File: src/rtl/serial_add_seq.sv
// Bit-serial WIDTH-bit adder sequencer driving an external 1-bit full-adder cell.
// Operands are shifted out LSB first; the cell's sum bits are shifted back in from the top.
module serial_add_seq #(
  parameter int WIDTH = 8
) (
  input  logic             clk,
  input  logic             rst,
  input  logic             start_valid,
  output logic             start_ready,
  input  logic [WIDTH-1:0] a_in,
  input  logic [WIDTH-1:0] b_in,
  input  logic             cin_in,
  output logic             fa_a,
  output logic             fa_b,
  output logic             fa_ci,
  input  logic             fa_sum,
  input  logic             fa_co,
  output logic             res_valid,
  input  logic             res_ready,
  output logic [WIDTH-1:0] res_sum,
  output logic             res_cout,
  output logic             busy
);
  localparam int CW = $clog2(WIDTH) + 1;

  typedef enum logic [1:0] {IDLE, RUN, DONE} state_t;

  state_t           state_q, state_d;
  logic [WIDTH-1:0] a_q, a_d, b_q, b_d, sum_q, sum_d;
  logic             carry_q, carry_d;
  logic [CW-1:0]    cnt_q, cnt_d;
  logic [WIDTH-1:0] sum_shift;

  // A 1-bit result has nothing to shift down; the new bit is the whole word.
  generate
    if (WIDTH == 1) begin : g_w1
      assign sum_shift = fa_sum;
    end else begin : g_wn
      assign sum_shift = {fa_sum, sum_q[WIDTH-1:1]};
    end
  endgenerate

  always_comb begin
    state_d = state_q;
    a_d     = a_q;
    b_d     = b_q;
    sum_d   = sum_q;
    carry_d = carry_q;
    cnt_d   = cnt_q;
    case (state_q)
      IDLE: if (start_valid) begin
        state_d = RUN;
        a_d     = a_in;
        b_d     = b_in;
        carry_d = cin_in;
        cnt_d   = '0;
        sum_d   = '0;
      end
      RUN: begin
        sum_d   = sum_shift;
        carry_d = fa_co;
        a_d     = a_q >> 1;
        b_d     = b_q >> 1;
        cnt_d   = cnt_q + CW'(1);
        if (cnt_q == CW'(WIDTH - 1)) state_d = DONE;
      end
      DONE: if (res_ready) state_d = IDLE;
      default: state_d = IDLE;
    endcase
  end

  always_ff @(posedge clk) begin
    if (rst) begin
      state_q <= IDLE;
      a_q     <= '0;
      b_q     <= '0;
      sum_q   <= '0;
      carry_q <= 1'b0;
      cnt_q   <= '0;
    end else begin
      state_q <= state_d;
      a_q     <= a_d;
      b_q     <= b_d;
      sum_q   <= sum_d;
      carry_q <= carry_d;
      cnt_q   <= cnt_d;
    end
  end

  assign start_ready = (state_q == IDLE) && !rst;
  assign res_valid   = (state_q == DONE);
  assign busy        = (state_q != IDLE);
  assign fa_a        = (state_q == RUN) && a_q[0];
  assign fa_b        = (state_q == RUN) && b_q[0];
  assign fa_ci       = (state_q == RUN) && carry_q;
  assign res_sum     = sum_q;
  assign res_cout    = carry_q;

`ifndef SYNTHESIS
  a_cell_known: assert property (@(posedge clk) disable iff (rst)
    (state_q == RUN) |-> !$isunknown({fa_sum, fa_co}))
    else $error("serial_add_seq: adder cell output unknown during RUN");
`endif
endmodule

File: config.mk
export PLATFORM = sky130hd
export DESIGN_NAME = serial_add_seq
export DESIGN_NICKNAME = d
export VERILOG_FILES = /design/src/rtl/serial_add_seq.sv
export SDC_FILE = /design/constraint.sdc
export NUM_CORES = 1
export LEC_CHECK = 0
export CAP_MARGIN = 25
export CELL_PAD_IN_SITES_DETAIL_PLACEMENT = 0
export CELL_PAD_IN_SITES_GLOBAL_PLACEMENT = 1
export CORE_AREA = 4 4 75 56
export CTS_CLUSTER_SIZE = 8
export DETAILED_ROUTE_END_ITERATION = 10
export DIE_AREA = 0 0 79 60
export DONT_BUFFER_PORTS = 1
export PLACE_DENSITY = 0.84
export SYNTH_ARGS = -nofsm -noshare
export SYNTH_HDL_FRONTEND = slang
export SYNTH_SLANG_ARGS = --single-unit
export TNS_END_PERCENT = 100
File: constraint.sdc
create_clock -name clk -period 1.5 [get_ports clk]
set_clock_uncertainty 0.1 [all_clocks]
set_input_delay 0.3 -clock clk [delete_from_list [all_inputs] [get_ports clk]]
set_output_delay 0.3 -clock clk [all_outputs]
set_load 0.05 [all_outputs]
# Yosys cells after proc, flatten, opt, wreduce, memory -nomap -nowiden
# Cells that the tools add are included.
word_totals:
  mem_bits_ro: 0
  ram_bits: 0
  input_bits: 23
  memories: 0
  register_bits: 31
  latchBits: 0
op_classes:
  order_cmp: 0
  reduce_logical: 10
  n_eq_ne: 6
  muxes: 14
  n_bitwise: 0
  n_addsub: 1
  n_shift: 0
  multipliers: 0
  n_div: 0
ops:
  columns: ["op", "n"]
  rows:
  - ["one-hot mux 8 bit (2 select lines)", 3]
  - ["2-to-1 mux 8 bit", 3]
  - ["one-hot mux 4 bit (2 select lines)", 1]
  - ["2-to-1 mux 2 bit", 3]
  - ["one-hot mux 2 bit (3 select lines)", 1]
  - ["adder 4 x 1 -> 4 bit (second input constant)", 1]
  - ["equality test 4 x 3 -> 1 bit (second input constant)", 1]
  - ["logical AND 1 bit", 4]
  - ["2-to-1 mux 4 bit", 1]
  - ["inequality test 2 bit (second input constant)", 2]
  - ["nonzero test 2 bit", 2]
  - ["AND reduction 3 bit", 1]
  - ["equality test 2 x 1 -> 1 bit (second input constant)", 1]
  - ["equality test 2 bit (second input constant)", 1]
  - ["zero test 2 bit", 1]
  - ["inequality test 2 x 1 -> 1 bit (second input constant)", 1]
  - ["one-hot mux 1 bit (2 select lines)", 1]
  - ["AND reduction 2 bit", 1]
  - ["zero test 1 bit", 1]
  - ["2-to-1 mux 1 bit", 1]

# Logic depth before layout (Yosys ltp)
logic_depth:
  ltp_word: 3
  ltp_mapped: 5
  mapped_depth_nobuf: 3

# Least setup slack after synthesis
# No wires, ideal clock.
synth_timing:
  kind: "flip-flop to output port"
  from: "register state_q[1]"
  to: "output start_ready"
  arrival_ns: 1.588
  setup_slack_ns: -0.488
  path_buffers: 1
  path_stages_with_launch: 4
  required_ns: 1.100
  path_cell_list: "dfxtp_1 buf_2 or2_2 nor2_1"
synth_via:
  elab_chain_cells: 2
synth_rtl:
  columns: ["element", "line", "text"]
  rows:
  - ["start, declared", "28", "state_t state_q, state_d;"]
  - ["start signal, assigned", "81", "state_q <= state_d;"]
  - ["zero test 2 bit", "90", "assign start_ready = (state_q == IDLE) && !rst;"]
  - ["logical AND 1 bit", "90", null]
  - ["end, declared", "9", "output logic start_ready,"]
# No other way between the ends.

# Final worst setup path
layout_timing:
  from: "register state_q[0]"
  to: "output start_ready"
# The elaborated chain is that of the path after synthesis.

==> results by group <==
Run status
  – Status: complete, but fails checks
  – Failing checks: setup timing

Worst setup path
  – Worst path top cell family by delay: flip-flops
  – Crit. End Element: output port
  – Slowest cell delay on critical path: 380 ps
  – Worst-path cell with the longest stage delay: dfxtp_4
  – Worst path arrival time: 1170 ps
  – CP Cell Sequence: or2_4 -> nor2_4 -> buf_12
  – Critical Path Source Type: flop
  – Worst path bufs/invs: 1
  – Worst setup path class: flop to output port
  – Worst-path fanout max: 6
  – Worst EP required: roughly 1100 ps

Placed design
  – Area of placed instances: 1709 um2
  – Final GP Congestion: 0.7790
  – Dpl hpwl: ~2500 um
  – Placed Instances: 230
  – Worst slack at placement: 11.05 ps
  – # port buffers: 0

Layout
  – Share of cells above drive strength 1: 28.57%
  – # diodes: 0
  – Layout Area Growth over Synthesis: 28.68%
  – Footprint of the multi-input gates: about 820 um2
  – Register area: about 630 um2
  – Post-route design area: slightly below 2000 um2
  – Finished Core Util: 56.17%
  – Post-layout nets: about 220
  – Post-route insts no fill: 246
  – Fillers: 328

Global routing
  – Grt total ovfl: 0
  – Vias in the first global route: between 1k and 1.5k
  – Grt met2 use: 30.10%
  – Largest net degree at the start of global routing: 30
  – Initial antenna violation count: 0
  – Met1 Track Usage GR: 19.83%
  – Total GRT Usage: 17.54%
  – Grt peak-use layer: met2
  – M3 GR Usage: roughly 6.3%
  – Global-route wire length before repair: 6354 um

Floorplanning
  – Site Rows: 18
  – Die width: ~79 um
  – Die Area: 4740 um2
  – Initial cell density of the core: 43.65%
  – Core area: 3468 um2
  – IO Count: 38
  – Die height: 60 um

Timing
  – Final Hold Fails: 0
  – Setup total negative slack: -97.73 ps
  – Max-slew violation count: 0
  – Crit share post-route: 104.6%
  – Tmin final: 1568 ps
  – # setup viols final: 4
  – RSZ-0062 raised after global routing: yes
  – FMAX: 637.6 MHz
  – Max_slew headroom: 54.61%
  – Min Hold Slack: approximately 7 ps
  – Worst Max-Slew Pin Slew: 678.6 ps
  – Setup slack after layout: -68.43 ps

Clock network
  – Htree depth: 2
  – CTS Sinks: 31
  – CTS tree: built
  – Clk Latency, worst-skew pair: 280 ps
  – Maximum clock path buffer count: 2
  – Clock transition at path regs: 70 ps
  – Root buffer cell: clkbuf_8
  – Total CTS buffers: 5
  – CTS Hold Buffers Added: 1

Route
  – Vias per cell: 5.565
  – Antenna viol nets, final: 0
  – Initial drt markers: 77
  – DRT Pass-1 Iters: 4
  – Drt drc: 0
  – Final wirelength: 3768 um
  – Post-DR wirelength/cell: 15.32 um
  – Via Count: 1,369

Synth
  – EDFF count, synth: 0
  – Top FF cell, synth: dfxtp_1
  – Yosys reg bits: 31
  – Synthesized instance count: between 150 and 200
  – Sequential share of the synthesized area: 40.99%
  – Synthesized Nets: 207
  – Ys Warns: 0
  – Cell area after synthesis: approximately 1500 um2
  – Async set-reset flop share out of synthesis: 0%
  – Netlist cell types: 31
  – Syn_area_per_cell: 8.273 um2

Min path
  – Worst min-delay path class: input port to flop

Pwr
  – Worst ir drop on vdd: 0.6889 mV
  – Pwr per Cell Area: 1069 nW/um2
  – Overall Power: 2.082 mW
  – Leak: 0.7699 nW

Job
  – Max_cap viols: 0
-- state kept, by name, indices dropped and copies added (netlist names) --
signal	count
cnt_q	4
state_q	2
res_cout	1
res_sum	8
b_q	8
a_q	8
-- cell usage after synthesis, types with 3 or more instances --
cell type,count,area (um2)
nor2_1,35,131.4
buf_4,4,30.03
or3b_1,5,43.79
a21oi_1,27,135.1
o221a_2,10,112.6
nand2_1,3,11.26
buf_2,6,30.03
nand2b_1,7,43.79
a22oi_1,9,67.56
nor3_1,7,35.03
nor2b_1,4,25.02
clkbuf_1,4,15.01
dfxtp_1,31,620.6
inv_1,10,37.54
-- layer usage --
metal  up-vias  routed length [um]
li1        666                   -
met1       652                1654
met2        43                1775
met3         8                 277
met4         0                  60
met5         -                   0
-- what timing repair did --
item	CTS	global route
pin swaps	2	5
buffers inserted	6	1
endpoints found under the setup margin	7	21
resized for setup	7	7
hold endpoints to repair	18	1
-- cells by family after synthesis --
kind of cell	count (synthesis)	share of synthesized area (%)
AND/OR/NAND/NOR	70	23.72
AO/OA/AOI/OAI	55	25.95
flip-flops	31	40.99
buffers and inverters	26	8.512
adder cells (fa/ha/maj)	1	0.8263
-- power breakdown --
group          leakage, nW  internal (mW)  switching [mW]  total, mW
logic                0.452          0.158           0.165      0.323
clock network       0.0612          0.537           0.311      0.848
registers            0.256          0.869          0.0423      0.912
total                0.770           1.56           0.517       2.08
-- cell usage in the layout (no fill, tap or decap), drive strengths merged, types with 2 or more instances in the layout --
master	instances
a21oi	27
a22oi	9
buf	20
clkbuf	6
dfxtp	31
inv	10
nand2	3
nand2b	8
nand3	2
nor2	35
nor2b	4
nor3	7
o221a	10
o22a	2
o22ai	2
or2	2
or3b	5
-- final cells by class --
| type | instances | area share (%) |
|---|---|---|
| Multi-Input combinational cell | 126 | 42.32 |
| Sequential cell | 31 | 32.31 |
| Timing Repair Buffer | 21 | 14.19 |
| Clock buffer | 6 | 4.239 |
| Tap cell | 50 | 3.211 |
| Inverter | 10 | 1.927 |
| Clock inverter | 2 | 1.798 |
-- worst paths after layout --
check	start	to	slack, ps	depth (start not counted)
max	state_q[0]	start_ready	-70	3
min	rst	a_q[6]	7	1
max reg2reg	state_q[0]	a_q[5]	10	5
min reg2reg	a_q[2]	a_q[2]	390	2
Note: power is estimated with default switching activity, not from simulation.
